[config.mk]
export PLATFORM = sky130hd
export DESIGN_NAME = clkdiv_prog
export DESIGN_NICKNAME = d
export VERILOG_FILES = /design/src/rtl/clkdiv_pkg.sv /design/src/rtl/clkdiv_prog.sv
export SDC_FILE = /design/constraint.sdc
export NUM_CORES = 1
export LEC_CHECK = 0
export BUFFER_PORTS_ARGS = -buffer_cell sky130_fd_sc_hd__buf_2
export CORE_MARGIN = 1
export CORE_UTILIZATION = 30
export CTS_BUF_LIST = sky130_fd_sc_hd__clkbuf_16
export CTS_CLUSTER_SIZE = 25
export DETAILED_ROUTE_END_ITERATION = 16
export PLACE_DENSITY = 0.49
export SETUP_SLACK_MARGIN = 0.5
export SLEW_MARGIN = 15
export SYNTH_ARGS = -nofsm -noshare
export SYNTH_HDL_FRONTEND = slang
export SYNTH_SLANG_ARGS = --single-unit
[constraint.sdc]
create_clock -name clk -period 9.8 [get_ports clk]
set_input_delay 1.47 -clock clk [delete_from_list [all_inputs] [get_ports clk]]
set_output_delay 1.47 -clock clk [all_outputs]
set_load 0.05 [all_outputs]
[src/rtl/clkdiv_pkg.sv]
// Shared state encoding and divisor helpers for the programmable clock divider
// family (single and future multi-channel variants).
package clkdiv_pkg;

  typedef enum logic [1:0] {
    STOP     = 2'd0,
    RUN      = 2'd1,
    RUN_PEND = 2'd2
  } state_t;

  localparam int unsigned DIV_MIN = 2;

  function automatic int unsigned clamp_div(input int unsigned div);
    return (div < DIV_MIN) ? DIV_MIN : div;
  endfunction

  // duty=0: high phase is ceil(div/2); duty=1: requested high clamped to 1..div-1.
  function automatic int unsigned high_len(input int unsigned div,
                                           input int unsigned high = 0,
                                           input bit          duty = 1'b0);
    if (!duty) return (div + 1) / 2;
    if (high < 1) return 1;
    if (high > div - 1) return div - 1;
    return high;
  endfunction

endpackage

[src/rtl/clkdiv_prog.sv]
// Runtime-programmable clock divider with glitch-free divisor change at period
// boundaries. Define CLKDIV_DUTY_EN to add a programmable high-phase length (cfg_high).
module clkdiv_prog
  import clkdiv_pkg::*;
#(
  parameter int WIDTH       = 8,
  parameter int DEFAULT_DIV = 100
) (
  input  logic             clk,
  input  logic             rst,
  input  logic             en,
  input  logic             cfg_valid,
  input  logic [WIDTH-1:0] cfg_div,
`ifdef CLKDIV_DUTY_EN
  input  logic [WIDTH-1:0] cfg_high,
`endif
  output logic             cfg_ready,
  output logic             divclk,
  output logic             tick,
  output logic [WIDTH-1:0] cur_div
);

  localparam logic [WIDTH-1:0] DEF_DIV  = WIDTH'(DEFAULT_DIV);
  localparam logic [WIDTH-1:0] DEF_HIGH = WIDTH'((DEFAULT_DIV + 1) / 2);
  localparam logic [WIDTH-1:0] ONE      = WIDTH'(1);

  state_t           state_reg, state_next;
  logic [WIDTH-1:0] cnt_reg, cnt_next;
  logic [WIDTH-1:0] div_reg, div_next;
  logic [WIDTH-1:0] high_reg, high_next;
  logic [WIDTH-1:0] pend_reg, pend_next;
  logic [WIDTH-1:0] pend_high_reg, pend_high_next;
  logic             divclk_reg, tick_reg;
  logic             accept, wrap;
  logic [WIDTH-1:0] cfg_div_c, cfg_high_in, high_eff;

`ifdef CLKDIV_DUTY_EN
  localparam bit DUTY = 1'b1;
  assign cfg_high_in = cfg_high;
`else
  localparam bit DUTY = 1'b0;
  assign cfg_high_in = '0;
`endif

  assign cfg_ready = (state_reg != RUN_PEND);
  assign accept    = cfg_valid && cfg_ready;
  assign cfg_div_c = WIDTH'(clamp_div(32'(cfg_div)));
  assign wrap      = (cnt_reg == div_reg - ONE);

  always_comb begin
    state_next     = state_reg;
    cnt_next       = cnt_reg;
    div_next       = div_reg;
    high_next      = high_reg;
    pend_next      = pend_reg;
    pend_high_next = pend_high_reg;
    if (!en) begin
      // Stopping always leaves the newest divisor in effect for the next start.
      state_next = STOP;
      cnt_next   = '0;
      if (state_reg == RUN_PEND) begin
        div_next  = pend_reg;
        high_next = pend_high_reg;
      end else if (accept) begin
        div_next  = cfg_div_c;
        high_next = cfg_high_in;
      end
    end else begin
      unique case (state_reg)
        STOP: begin
          if (accept) begin
            div_next  = cfg_div_c;
            high_next = cfg_high_in;
          end
          state_next = RUN;
          cnt_next   = '0;
        end
        RUN: begin
          cnt_next = wrap ? '0 : cnt_reg + ONE;
          if (accept) begin
            pend_next      = cfg_div_c;
            pend_high_next = cfg_high_in;
            state_next     = RUN_PEND;
          end
        end
        RUN_PEND: begin
          if (wrap) begin
            cnt_next   = '0;
            div_next   = pend_reg;
            high_next  = pend_high_reg;
            state_next = RUN;
          end else begin
            cnt_next = cnt_reg + ONE;
          end
        end
        default: begin
          state_next = STOP;
          cnt_next   = '0;
        end
      endcase
    end
  end

  // Outputs follow the next count with the next divisor, so a new period is clean.
  assign high_eff = WIDTH'(high_len(32'(div_next), 32'(high_next), DUTY));

  always_ff @(posedge clk or posedge rst) begin
    if (rst) begin
      state_reg     <= STOP;
      cnt_reg       <= '0;
      div_reg       <= DEF_DIV;
      high_reg      <= DEF_HIGH;
      pend_reg      <= DEF_DIV;
      pend_high_reg <= DEF_HIGH;
      divclk_reg    <= 1'b0;
      tick_reg      <= 1'b0;
    end else begin
      state_reg     <= state_next;
      cnt_reg       <= cnt_next;
      div_reg       <= div_next;
      high_reg      <= high_next;
      pend_reg      <= pend_next;
      pend_high_reg <= pend_high_next;
      divclk_reg    <= en && (cnt_next < high_eff);
      tick_reg      <= en && (cnt_next == '0);
    end
  end

  assign divclk  = divclk_reg;
  assign tick    = tick_reg;
  assign cur_div = div_reg;

endmodule

======== Word level (Yosys, flattened, before mapping) ========
Index checks and enable logic that the tools add are counted.
word-level totals
  bits in registers ....................... 28
  output and inout bits ................... 11
  logic and storage cells ................. 38
operators by class
  add/subtract/negate cells ............... 3
  order comparisons ....................... 2
  equal/unequal tests ..................... 6
  multiplexer cells ....................... 13
  reductions and logical operators ........ 8
operator list
  operator             count
  $mux 8               8
  $pmux 8 s2           1
  $add 8x1->9 const B  1
  $add 8x1->8 const B  1
  $eq 8x8->1           1
  $logic_not 8->1      1
  $lt 8x2->1 const B   1
  $lt 8x8->1           1
  $sub 8x1->8 const B  1
  $mux 2               3
  $ne 3x3->1 const B   2
  $pmux 2 s3           1
  $logic_and 1x1->1    3
  $reduce_and 3->1     1
  $eq 2x1->1 const B   1
  $eq 2x2->1 const B   1
  $logic_not 2->1      1
  $ne 2x2->1 const B   1
  $reduce_and 2->1     1
  $reduce_or 2->1      1

======== Longest topological paths before layout ========
Gate-level depths: netlist of the first run.
  depth in word-level cells ............... 8
  mapped depth ............................ 17
  gate-level depth less buffers ........... 16

======== Least setup slack after synthesis of the first run ========
No wires, ideal clock.
  path type ............................... in2reg
  from .................................... input cfg_div[2]
  to ...................................... register divclk_reg, in the netlist divclk
  setup time .............................. 0.072 ns
  arrival time ............................ 3.833 ns
  required time ........................... 9.728 ns
  slack ................................... 5.895 ns
  stages on the path ...................... 12
  path buffers ............................ 0
  cells stage by stage .................... nor2_1 nand2_1 o41ai_1 o221ai_1 o21a_1 a311o_1 ha_1 xnor2_1 ha_1 a2111oi_0 nor3_1 nor2_1
on the way
  cells in the longest elaborated chain, start to end .. 8
ends and longest elaborated chain
  item                                  line                                  source
  start: declaration                    clkdiv_prog.sv:13                     input logic [WIDTH-1:0] cfg_div,
  $lt 8x2->1 (*)                        clkdiv_pkg.sv:14                      return (div < DIV_MIN) ? DIV_MIN : div;
  $mux 8 (*)                            clkdiv_pkg.sv:14
  $mux 8 (*)                            clkdiv_prog.sv:64, clkdiv_prog.sv:71
  $pmux 8 s2 or $mux 8 (tied branches)  clkdiv_prog.sv:69, clkdiv_prog.sv:61
  $mux 8 (*)                            clkdiv_prog.sv:57                     if (!en) begin
  named net div_next[0]                 clkdiv_prog.sv:29                     logic [WIDTH-1:0] div_reg, div_next;
  $add 8x1->9 (*)                       clkdiv_pkg.sv:21                      if (!duty) return (div + 1) / 2;
  $lt 8x8->1 (*)                        clkdiv_prog.sv:124                    divclk_reg <= en && (cnt_next < high_eff);
  $logic_and 1x1->1 (*)                 clkdiv_prog.sv:124
  end signal: assignment                clkdiv_prog.sv:124
  end: declaration                      clkdiv_prog.sv:33                     logic divclk_reg, tick_reg;
The timed path passes the listed nets; every way through them passes the cells marked *.
A chain may end at the register's enable or synchronous reset.

======== Final worst setup path of the first run ========
Ends and elaborated chain as after synthesis.

==> results.md, run 1 <==
- Status: finished clean
- Slew HR: 0.362
- Distinct cells, synth: 56
- Vias in the first global route: about 2000
- Max VDD drop: 0.000139 V
- CTS Hold Buffers Added: 0
- Worst EP arrival: 4.62 ns
- Crit path max fanout: 5
- Static Leak: 1.12 nW
- CTS tree: done
- Worst path slowest cell: o41ai_1
- Die area: 8450 sq um
- DRT met1 WL: 3300 um
- Seq/Total Area, Yosys: 0.292
- Final Cycle Share: 0.451
- Worst-path clk slew: 0.07 ns
- Post-Syn Instances: 287
- Total congestion overflow: 0
- Comb pwr share: 0.565
- Switching share of power: 0.490
- Rows: 32
- Worst hold path class: reg2reg
- Initial antenna violation count: 0
- # diodes: 0
- Final Setup Violations: 0
- Routed wl met2: 3000 um
- Sequential share of power: 0.287
- CP max stage delay: 0.77 ns
- Effective utilization at floorplan: 0.312
- Die H: 91.9 um
- Clk network pwr share: 0.147
- Final instance area: 2700 sq um
- DR top layer: met4
- Syn_area_per_cell: 8.45 sq um
- Largest net degree at the start of global routing: 29
- H-tree depth reported by CTS: 1
- Layout Skew: between 0.004 and 0.005 ns
- Top-Level Pins: 23
- Commonest non-fill, non-tap cell in the layout: nor2_1
- DRT Pass-1 Iters: 4
- DR WL/cell: 16.2 um
- Highest clock rate: approximately 0.23 GHz
- Kind of critical path: in2reg
- PwrDens: 308 nW/um^2
- Port bufs: 22
- Max-Cap Viols: 0
- Synthesis-to-layout area growth: 11.1%
- Internal power: around 0.42 mW
- GPL Wtd Cong: 0.816
- Worst Path Required: 10.00 ns
- RSZ-0062 raised after global routing: false
- Synthesis-stage register bit count: 28
- Setup crit start kind: input port
- Global-route wire length before repair: 10600 um
- Via count: 2107
- CTS root buf: clkbuf_16
- Max Slew Vio Count: 0
- Routed WL: approximately 6500 um
- Hold Vio Cnt, Final: 0
- Syn_nets: 313
- Setup total negative slack: 0 ns
- Layout Nets: about 330
- Yosys warnings: 0
- Min cycle time layout: 4.42 ns
- DR iter-0 viols: 85
- Worst slack, placed: a little over 5 ns
- Met3 WL: 125 um
- Clock sinks: 28
- Core Area: 7770 sq um
- Sw Pwr: around 0.4 mW
- Setup Buffers After CTS: 0
- Num CTS Buffers: 3
- Post-Syn Area: 2420 sq um
- Ratio of cells with drive above 1 in the final layout: 0.181
- Crit-path cells: buf_2, nor2_1, nand2_1, o41ai_1, mux2_2, nor3_1, a311o_1, ha_1, xnor2_1, ha_1, a2111oi_0, nor3_1, nor2_1
- Remaining antenna violation count after routing: 0
- Die width: ~92 um
- Hold_ws: approximately 0.49 ns
- Async SR Flop Fraction: 1.00
- Most frequent cells in the layout: nor2_1 (27), nand2_1 (26), dfrtp_1 (22), buf_2 (22)
- Post-DP Area: 2590 sq um
- Number of gates resized after cts: 0
- EDFF count, synth: 0
- Actual slew at the worst max-slew pin: between 0.9 and 1 ns
- Vias per cell: 5.27
- Post-detail-place hpwl: 4840 um
- Clk_lat worst skew: approximately 0.26 ns
- DRC viols: 0
- Top FF cell, synth: dfrtp_1
- Setup crit end kind: flop
- Overall routing resource usage: 0.160
- Worst-case clock buffer depth: 2
- Final worst setup slack: between 5 and 6 ns
==> cells in the mapped netlist, types with 3 or more instances <==
library cell	count	area (sq um)
nor2_1	27	101
nand2_1	26	97.6
dfrtp_1	22	551
a21oi_1	16	80.1
o21ai_0	16	80.1
xnor2_1	16	140
ha_1	14	175
a31oi_1	11	68.8
clkbuf_1	10	37.5
inv_1	10	37.5
mux2i_1	9	90.1
nand3_1	9	45.0
xor2_1	9	78.8
nor3_1	8	40.0
mux2_2	7	78.8
dfstp_2	6	158
nor2b_1	5	31.3
and2_1	4	25.0
buf_2	4	20.0
nand4_1	4	25.0
o21a_1	4	30.0
a22o_1	3	26.3
a22oi_1	3	22.5
nand2b_1	3	18.8
o22ai_1	3	18.8
==> through the flow <==
stage	power (mW)	utilization	instances
finish	0.831	0.347	400
CTS	0.838	0.347	400
floorplan	0.595	-	287
global route	0.901	0.347	400
detailed placement	0.710	0.333	396
global placement	0.709	0.333	396
==> power by group through the flow <==
| stage | Combinational [mW] | Clock, mW | Sequential [mW] |
|---|---|---|---|
| after floorplan | 0.333 | 0 | 0.262 |
| after global placement | 0.467 | 0 | 0.243 |
| after detailed placement | 0.468 | 0 | 0.242 |
| after CTS | 0.471 | 0.127 | 0.240 |
| after global routing | 0.522 | 0.131 | 0.248 |
| final | 0.470 | 0.123 | 0.238 |
==> cell type report <==
type | count | area (sq um)
clock buffers | 3 | 75.1
multi-input cells | 232 | 1600
flip-flops and latches | 28 | 708
fillers | 836 | 5070
well taps | 102 | 128
inverters | 11 | 41.3
clock inverters | 1 | 30.0
repair buffers | 23 | 118
==> worst max-delay path, delay by kind of cell <==
kind | cells | cell delay, ns
AOI/OAI and AO/OA | 3 | 1.56
adders and majority gates | 2 | 0.49
and+or+nand+nor | 5 | 0.46
muxes | 1 | 0.30
xor gates and xnor gates | 1 | 0.21
buffers and inverters | 1 | 0.13
==> worst paths after layout <==
check	startpoint	to	slack (ns)	cells after the start
min reg2reg	pend_reg[0]	pend_reg[0]	0.49	2
max in group asynchronous	rst	cur_div[2]	8.22	3
min	pend_reg[0]	pend_reg[0]	0.49	2
min in group asynchronous	rst	cur_div[7]	1.27	3
max	cfg_div[2]	divclk	5.38	13
max reg2reg	cur_div[0]	divclk	6.02	14
==> layer usage <==
layer / global-route usage / up-vias
met3: 0.0158 / 4
met2: 0.244 / 32
met5: 0 / -
li1: - / 1049
met1: 0.242 / 1022
met4: 0.0313 / 0
==> cell families after synthesis <==
group / count (synthesis) / synth area share
and+or+nand+nor: 104 / 0.216
adders and majority gates: 14 / 0.0722
muxes: 17 / 0.0759
DFF: 28 / 0.292
xor gates and xnor gates: 25 / 0.0903
AOI/OAI and AO/OA: 72 / 0.203
buffers and inverters: 27 / 0.0501
Note: power is estimated with default switching activity, not from simulation.
==> run 2: changes to the inputs <==
--- a/config.mk
+++ b/config.mk
@@ -11,7 +11,7 @@
 export CTS_BUF_LIST = sky130_fd_sc_hd__clkbuf_16
 export CTS_CLUSTER_SIZE = 25
 export DETAILED_ROUTE_END_ITERATION = 16
-export PLACE_DENSITY = 0.49
+export PLACE_DENSITY = 0.51
 export SETUP_SLACK_MARGIN = 0.5
 export SLEW_MARGIN = 15
 export SYNTH_ARGS = -nofsm -noshare
==> constraint.sdc (replaced) <==
create_clock -name clk -period 3.86 [get_ports clk]
set_input_delay 0.579 -clock clk [delete_from_list [all_inputs] [get_ports clk]]
set_output_delay 0.579 -clock clk [all_outputs]
set_load 0.05 [all_outputs]
==> run 2 against run 1 <==
Effect of this change:
- routed wire length is 5.9% higher
- power grew to 2.8 times the previous value
- final cell count is 4.3% higher
- first-iteration DRC count is 62% higher
- via count is 4.6% higher
- highest routed layer unchanged
- clock skew is 0.0040 ns higher
- critical path depth is 2 higher
- clock-buffer cell count stayed put
- core utilization is 2.9 points higher
- clock power is 100% higher
- cell area is 8.3% higher
- global-route usage is 0.38 points higher
==> results.md, run 2 (same netlist as run 1, synthesis figures left out) <==
- Highest clock rate: about 0.3 GHz
- Crit path max fanout: 5 (unchanged)
- Internal power: 1.17 mW (+180%)
- Synthesis-to-layout area growth: 20.4%
- Hold Vio Cnt, Final: 0 (unchanged)
- Initial antenna violation count: 0 (unchanged)
- Die width: 91.9 um (unchanged)
- Max VDD drop: 0.000270 V (+94%)
- Layout Skew: 0.00831 ns (+0.00398 ns)
- Switching share of power: 0.495 (+0.00468)
- Final Cycle Share: 0.869
- Static Leak: 1.21 nW (+7.4%)
- RSZ-0062 raised after global routing: true
- Clk_lat worst skew: 0.27 ns (about the same)
- Max Slew Vio Count: 0 (unchanged)
- DR WL/cell: 16.4 um (+1.6%)
- Slew HR: 0.531 (+0.169)
- Hold_ws: 0.409 ns (-0.0839 ns)
- Ratio of cells with drive above 1 in the final layout: 0.286 (+0.105)
- Largest net degree at the start of global routing: 24 (-17%)
- Clk network pwr share: 0.107 (-0.040)
- Port bufs: 22 (unchanged)
- Effective utilization at floorplan: 0.312 (unchanged)
- Comb pwr share: 0.641 (+0.076)
- Vias per cell: 5.28 (+0.29%)
- Setup total negative slack: 0 ns (unchanged)
- Worst EP arrival: 3.55 ns (-1.07 ns)
- Clock sinks: 28 (unchanged)
- Setup crit start kind: flop
- DRT Pass-1 Iters: 4 (unchanged)
- Vias in the first global route: 2075 (+4.6%)
- Layout Nets: 342 (+5.2%)
- Rows: 32 (unchanged)
- Max-Cap Viols: 0 (unchanged)
- Post-detail-place hpwl: 4960 um (+2.5%)
- PwrDens: 791 nW/um^2 (+160%)
- CTS tree: done
- Overall routing resource usage: 0.163 (+0.00375)
- Sw Pwr: 1.14 mW (+180%)
- GPL Wtd Cong: 0.822 (+0.78%)
- H-tree depth reported by CTS: 1 (unchanged)
- Total congestion overflow: 0 (unchanged)
- Worst-path clk slew: 0.07 ns (about the same)
- Global-route wire length before repair: 10900 um (+2.6%)
- CTS Hold Buffers Added: 0 (unchanged)
- Via count: 2203 (+4.6%)
- Num CTS Buffers: 3 (unchanged)
- Actual slew at the worst max-slew pin: 0.702 ns (-0.242 ns)
- Final Setup Violations: 0 (unchanged)
- Sequential share of power: 0.253 (-0.034)
- CTS root buf: clkbuf_16
- DR iter-0 viols: 138 (+62%)
- Fill cells: 832 (-0.48%)
- # diodes: 0 (unchanged)
- Routed WL: 6860 um (+5.9%)
- Kind of critical path: reg2reg
- Remaining antenna violation count after routing: 0 (unchanged)
- Most frequent cells in the layout: nor2_1 (26), nand2_1 (26), buf_2 (22), buf_4 (18), dfrtp_1 (17)
- Worst Path Required: 4.06 ns (-5.94 ns)
- Worst-case clock buffer depth: 2 (unchanged)
- Setup crit end kind: flop
- Min cycle time layout: 3.36 ns
- Core Area: 7770 sq um (unchanged)
- Die area: 8450 sq um (unchanged)
- Worst hold path class: in2async
- DRC viols: 0 (unchanged)
- Die H: 91.9 um (unchanged)
- Top-Level Pins: 23 (unchanged)
- Status: finished clean
-- run 2: cell count changes in the layout (fill, tap and decap cells not counted), sizes merged --
cell    delta
buf       +17
bufinv     -1
clkinv     +1
-- run 2: final timing paths --
kind                                     to        start  cells after the start  slack [ns]
worst max-delay path                 divclk   cur_div[0]                     15        0.50
worst min-delay path            pend_reg[7]          rst                      2        0.41
worst max register to register       divclk   cur_div[0]                     15        0.50
worst min register to register  pend_reg[0]  pend_reg[0]                      2        0.50
max in group asynchronous        cur_div[2]          rst                      3        2.75
min in group clk                pend_reg[0]  pend_reg[0]                      2        0.50
-- run 2: layout make-up --
type,count,area [sq um],area share
Sequential cell,28,714,0.245
Tap cell,102,128,0.0437
Clock buffer,3,75.1,0.0257
Clock inverter,1,3.75,0.00129
Timing Repair Buffer,40,245,0.0840
Inverter,11,41.3,0.0141
Multi-Input combinational cell,232,1710,0.586
-- run 2: metal layers --
metal | part of all wire | GRT usage | up-vias
li1 | - | - | 1083
met1 | 0.47 | 0.234 | 1060
met2 | 0.48 | 0.262 | 53
met3 | 0.046 | 0.0141 | 7
met4 | 0.011 | 0.0456 | 0
met5 | 0 | 0 | -
-- run 2: stage by stage --
step | instances | power, mW | cell area [sq um] | utilization | setup slack [ns]
after global placement | 400 | 1.84 | 2640 | 0.340 | 0.341
after CTS | 412 | 2.19 | 2810 | 0.362 | 0.502
after floorplan | 287 | 1.53 | 2440 | - | 0.505
after global routing | 417 | 2.48 | 2920 | 0.376 | 0.339
after detailed placement | 400 | 1.84 | 2640 | 0.340 | 0.371
final | 417 | 2.31 | 2920 | 0.376 | 0.504
-- run 2: what timing repair did --
| action | 4_1_cts | 5_1_grt |
|---|---|---|
| setup endpoints to repair | 1 | 1 |
| pin swaps | 1 | 11 |
| buffers inserted | 8 | 5 |
| resized for setup | 8 | 13 |
-- run 2: power by group through the flow --
| stage | clock, mW | combinational (mW) | sequential (mW) |
|---|---|---|---|
| final | 0.246 | 1.48 | 0.583 |
| after CTS | 0.252 | 1.36 | 0.578 |
| after global routing | 0.269 | 1.61 | 0.602 |
| after detailed placement | 0 | 1.22 | 0.618 |
| after global placement | 0 | 1.22 | 0.616 |
| after floorplan | 0 | 0.865 | 0.669 |
-- run 2: worst max-delay path, stage by stage, from the launching register on --
cell and delay (ns):
dfrtp_2 0.41, inv_2 0.06, ha_4 0.16, or3_4 0.39, a31oi_4 0.22, and3_4 0.26
nand2_4 0.06, mux2_4 0.29, a222oi_1 0.31, mux2i_1 0.17, xor2_1 0.18, ha_1 0.34
buf_4 0.14, nand4_1 0.07, nand4b_1 0.10, nor2_1 0.11
==> run 3: changes to the inputs <==
--- a/config.mk
+++ b/config.mk
@@ -5,10 +5,12 @@
 export SDC_FILE = /design/constraint.sdc
 export NUM_CORES = 1
 export LEC_CHECK = 0
+export ABC_AREA = 1
 export BUFFER_PORTS_ARGS = -buffer_cell sky130_fd_sc_hd__buf_2
 export CORE_MARGIN = 1
 export CORE_UTILIZATION = 30
 export CTS_BUF_LIST = sky130_fd_sc_hd__clkbuf_16
+export CTS_CLUSTER_DIAMETER = 150
 export CTS_CLUSTER_SIZE = 25
 export DETAILED_ROUTE_END_ITERATION = 16
 export PLACE_DENSITY = 0.51
==> run 3 against run 2 <==
Effect of this change:
- area after synthesis is 3.4% lower
- core utilization is 0.96 points higher
- routed wire length is 6.2% lower
- final cell count is 15% higher
- register-to-register slack better by 0.27 ns
- combinational power hardly changed
- worst hold slack better by 0.018 ns
- clock power hardly changed
- cell area is 2.2% lower
- non-clock buffer count stayed put
- sequential power is 5.8% lower
==> results.md, run 3 <==
- Crit path buf inv count: 4 (+2)
- Hold Vio Cnt, Final: 0 (unchanged)
- Min cycle time layout: 3.09 ns (-0.268 ns)
- Area leader, netlist: dfrtp_1
- Initial antenna violation count: 0 (unchanged)
- Syn_nets: 371 (+19%)
- Count leader, synth: nand2_1
- CP max stage delay: 0.40 ns (about the same)
- DRT Pass-1 Iters: 6 (+2)
- CP most frequent cell: nand2_2
- Clk_lat worst skew: 0.27 ns (about the same)
- Worst path slowest cell: dfrtp_2
- Vias in the first global route: 2199 (+6.0%)
- Status: finished clean
- Actual slew at the worst max-slew pin: 0.833 ns (+0.131 ns)
- Slew HR: 0.443 (-0.0886)
- EDFF count, synth: 0 (unchanged)
- GPL Wtd Cong: 0.846 (+2.8%)
- PwrDens: 800 nW/um^2 (+1.2%)
- Yosys warnings: 0 (unchanged)
- Distinct cells, synth: 33 (-41%)
- Layout Skew: 0.00910 ns (+0.000791 ns)
- Post-Syn Instances: 345 (+20%)
- Die width: 90.4 um (-1.7%)
- DR iter-0 viols: 146 (+5.8%)
- Synthesis-stage register bit count: 28 (unchanged)
- Post-detail-place hpwl: 4900 um (-1.3%)
- Top-Level Pins: 23 (unchanged)
- Worst hold path class: in2async
- Final Setup Violations: 0 (unchanged)
- Layout Nets: 406 (+19%)
- Highest clock rate: 0.324 GHz (+8.7%)
- Commonest cells post-synth: nand2_1 (99), inv_1 (45), nor2_1 (30)
- Post-DP Area: 2560 sq um (-2.9%)
- Final instance area: 2860 sq um (-2.2%)
- Via count: 2280 (+3.5%)
- Setup crit end kind: flop
- Post-Syn Area: 2340 sq um (-3.4%)
- Crit path max fanout: 6 (+1)
- Seq/Total Area, Yosys: 0.302 (+0.0101)
- Static Leak: 1.40 nW (+16%)
- Worst-case clock buffer depth: 2 (unchanged)
- Setup crit start kind: flop
- DRC viols: 0 (unchanged)
- Port bufs: 22 (unchanged)
- Kind of critical path: reg2reg
- Crit-path leading delay family: simple AND/OR/NAND/NOR gates
- Async SR Flop Fraction: 1.00 (unchanged)
- Final Cycle Share: 0.800 (-0.0695)
- DR WL/cell: 13.5 um (-18%)
- Effective utilization at floorplan: 0.316 (+0.00415)
- Leading cell types by total area after synthesis: dfrtp_1 (23%), nand2_1 (16%), ha_1 (7.5%)
- Vias per cell: 4.77 (-9.7%)
- Die H: 90.4 um (-1.7%)
- Post-synth top area share: 0.235 (+0.00788)
- Max-Cap Viols: 0 (unchanged)
- Remaining antenna violation count after routing: 0 (unchanged)
- Synthesis-to-layout area growth: 21.8%
- Die area: 8170 sq um (-3.3%)
- Most frequent cells in the layout: nand2_1 (92), inv_1 (41), nor2_1 (26), nand3_1 (23)
- Clock sinks: 28 (unchanged)
- CTS Hold Buffers Added: 0 (unchanged)
- Total congestion overflow: 0 (unchanged)
- # diodes: 0 (unchanged)
- Commonest non-fill, non-tap cell in the layout: nand2_1
- Top FF cell, synth: dfrtp_1
- Worst EP arrival: 3.23 ns (-0.32 ns)
- Worst-path clk slew: 0.08 ns (about the same)
- Final core occ: 0.385 (+0.00960)
- Global-route wire length before repair: 10900 um (+0.25%)
- CTS tree: done
- Overall routing resource usage: 0.167 (+0.00331)
- Num CTS Buffers: 3 (unchanged)
- Largest net degree at the start of global routing: 20 (-17%)
- Power Total: 2.28 mW (-1.1%)
- Setup total negative slack: 0 ns (unchanged)
- Rows: 31 (-3.1%)
- Core Area: 7410 sq um (-4.6%)
- Ratio of cells with drive above 1 in the final layout: 0.261 (-0.0245)
- Max VDD drop: 0.000531 V (+97%)
- Routed WL: 6430 um (-6.2%)
- H-tree depth reported by CTS: 1 (unchanged)
- Max Slew Vio Count: 0 (unchanged)
- Worst Path Required: 4.01 ns (-0.05 ns)
- CTS root buf: clkbuf_16
- Syn_area_per_cell: 6.79 sq um (-20%)
- RSZ-0062 raised after global routing: false
-- run 3: changes by cell type in the layout (fill, tap and decap cells not counted), sizes merged, moves of 5 or more --
| cell | previous run | this run |
|---|---|---|
| xnor2 | 16 | 5 |
| nor2 | 28 | 38 |
| inv | 11 | 47 |
| o21ai | 17 | 24 |
| a31oi | 13 | 0 |
| nand2 | 28 | 108 |
| nor2b | 5 | 0 |
| nand3 | 9 | 27 |
| mux2 | 8 | 1 |
| mux2i | 9 | 0 |
| nor3 | 8 | 2 |
-- run 3: metal layers --
layer | up-vias | share of wire | track usage
met5 | - | 0 | 0
met4 | 0 | 0.011 | 0.0470
met2 | 23 | 0.48 | 0.278
li1 | 1175 | - | -
met3 | 6 | 0.016 | 0.0194
met1 | 1076 | 0.49 | 0.226
-- run 3: area by class of cell --
cell class                 count  area (sq um)
inverter                      49           191
fill                         785          4550
sequential                    28           713
tap                           99           124
timing repair buffer          40           249
clock inverter                 1          3.75
clock buffer                   3          75.1
multi-input combinational    258          1500
-- run 3: worst paths after layout --
path | startpoint | to | slack, ns | depth (start not counted)
max in group asynchronous | rst | cur_div[2] | 2.71 | 3
worst max-delay path | cur_div[0] | divclk | 0.77 | 25
worst min-delay path | rst | pend_reg[7] | 0.43 | 2
min in group clk | cfg_div[4] | pend_reg[4] | 0.53 | 3
worst max register to register | cur_div[0] | divclk | 0.77 | 25
worst min register to register | pend_reg[2] | pend_reg[2] | 0.56 | 2
-- run 3: where the power goes --
group | leakage, nW | switching (mW) | internal [mW]
clock network | 0.0385 | 0.109 | 0.139
registers | 0.338 | 0.124 | 0.425
logic | 1.03 | 0.976 | 0.510
-- run 3: cell families after synthesis --
logic type	after synthesis	share of synthesized area
and+or+nand+nor	185	0.366
xor gates and xnor gates	11	0.0411
DFF	28	0.302
buffers and inverters	59	0.101
muxes	1	0.00480
adders and majority gates	14	0.0747
AOI/OAI and AO/OA	47	0.110
-- run 3: metrics by stage --
step | hold slack (ns) | setup slack, ns | std cells
4_1_cts | 0.470 | 0.517 | 467
3_3_place_gp | 0.518 | 0.395 | 460
6_report | 0.428 | 0.773 | 478
2_1_floorplan | 0.484 | 0.521 | 345
3_5_place_dp | 0.537 | 0.341 | 460
5_1_grt | 0.507 | 0.485 | 478
-- run 3: repair_timing --
item	in CTS	in global routing
setup endpoints to repair	1	1
pin swaps	2	11
gates resized for setup	2	29
setup buffers	3	11
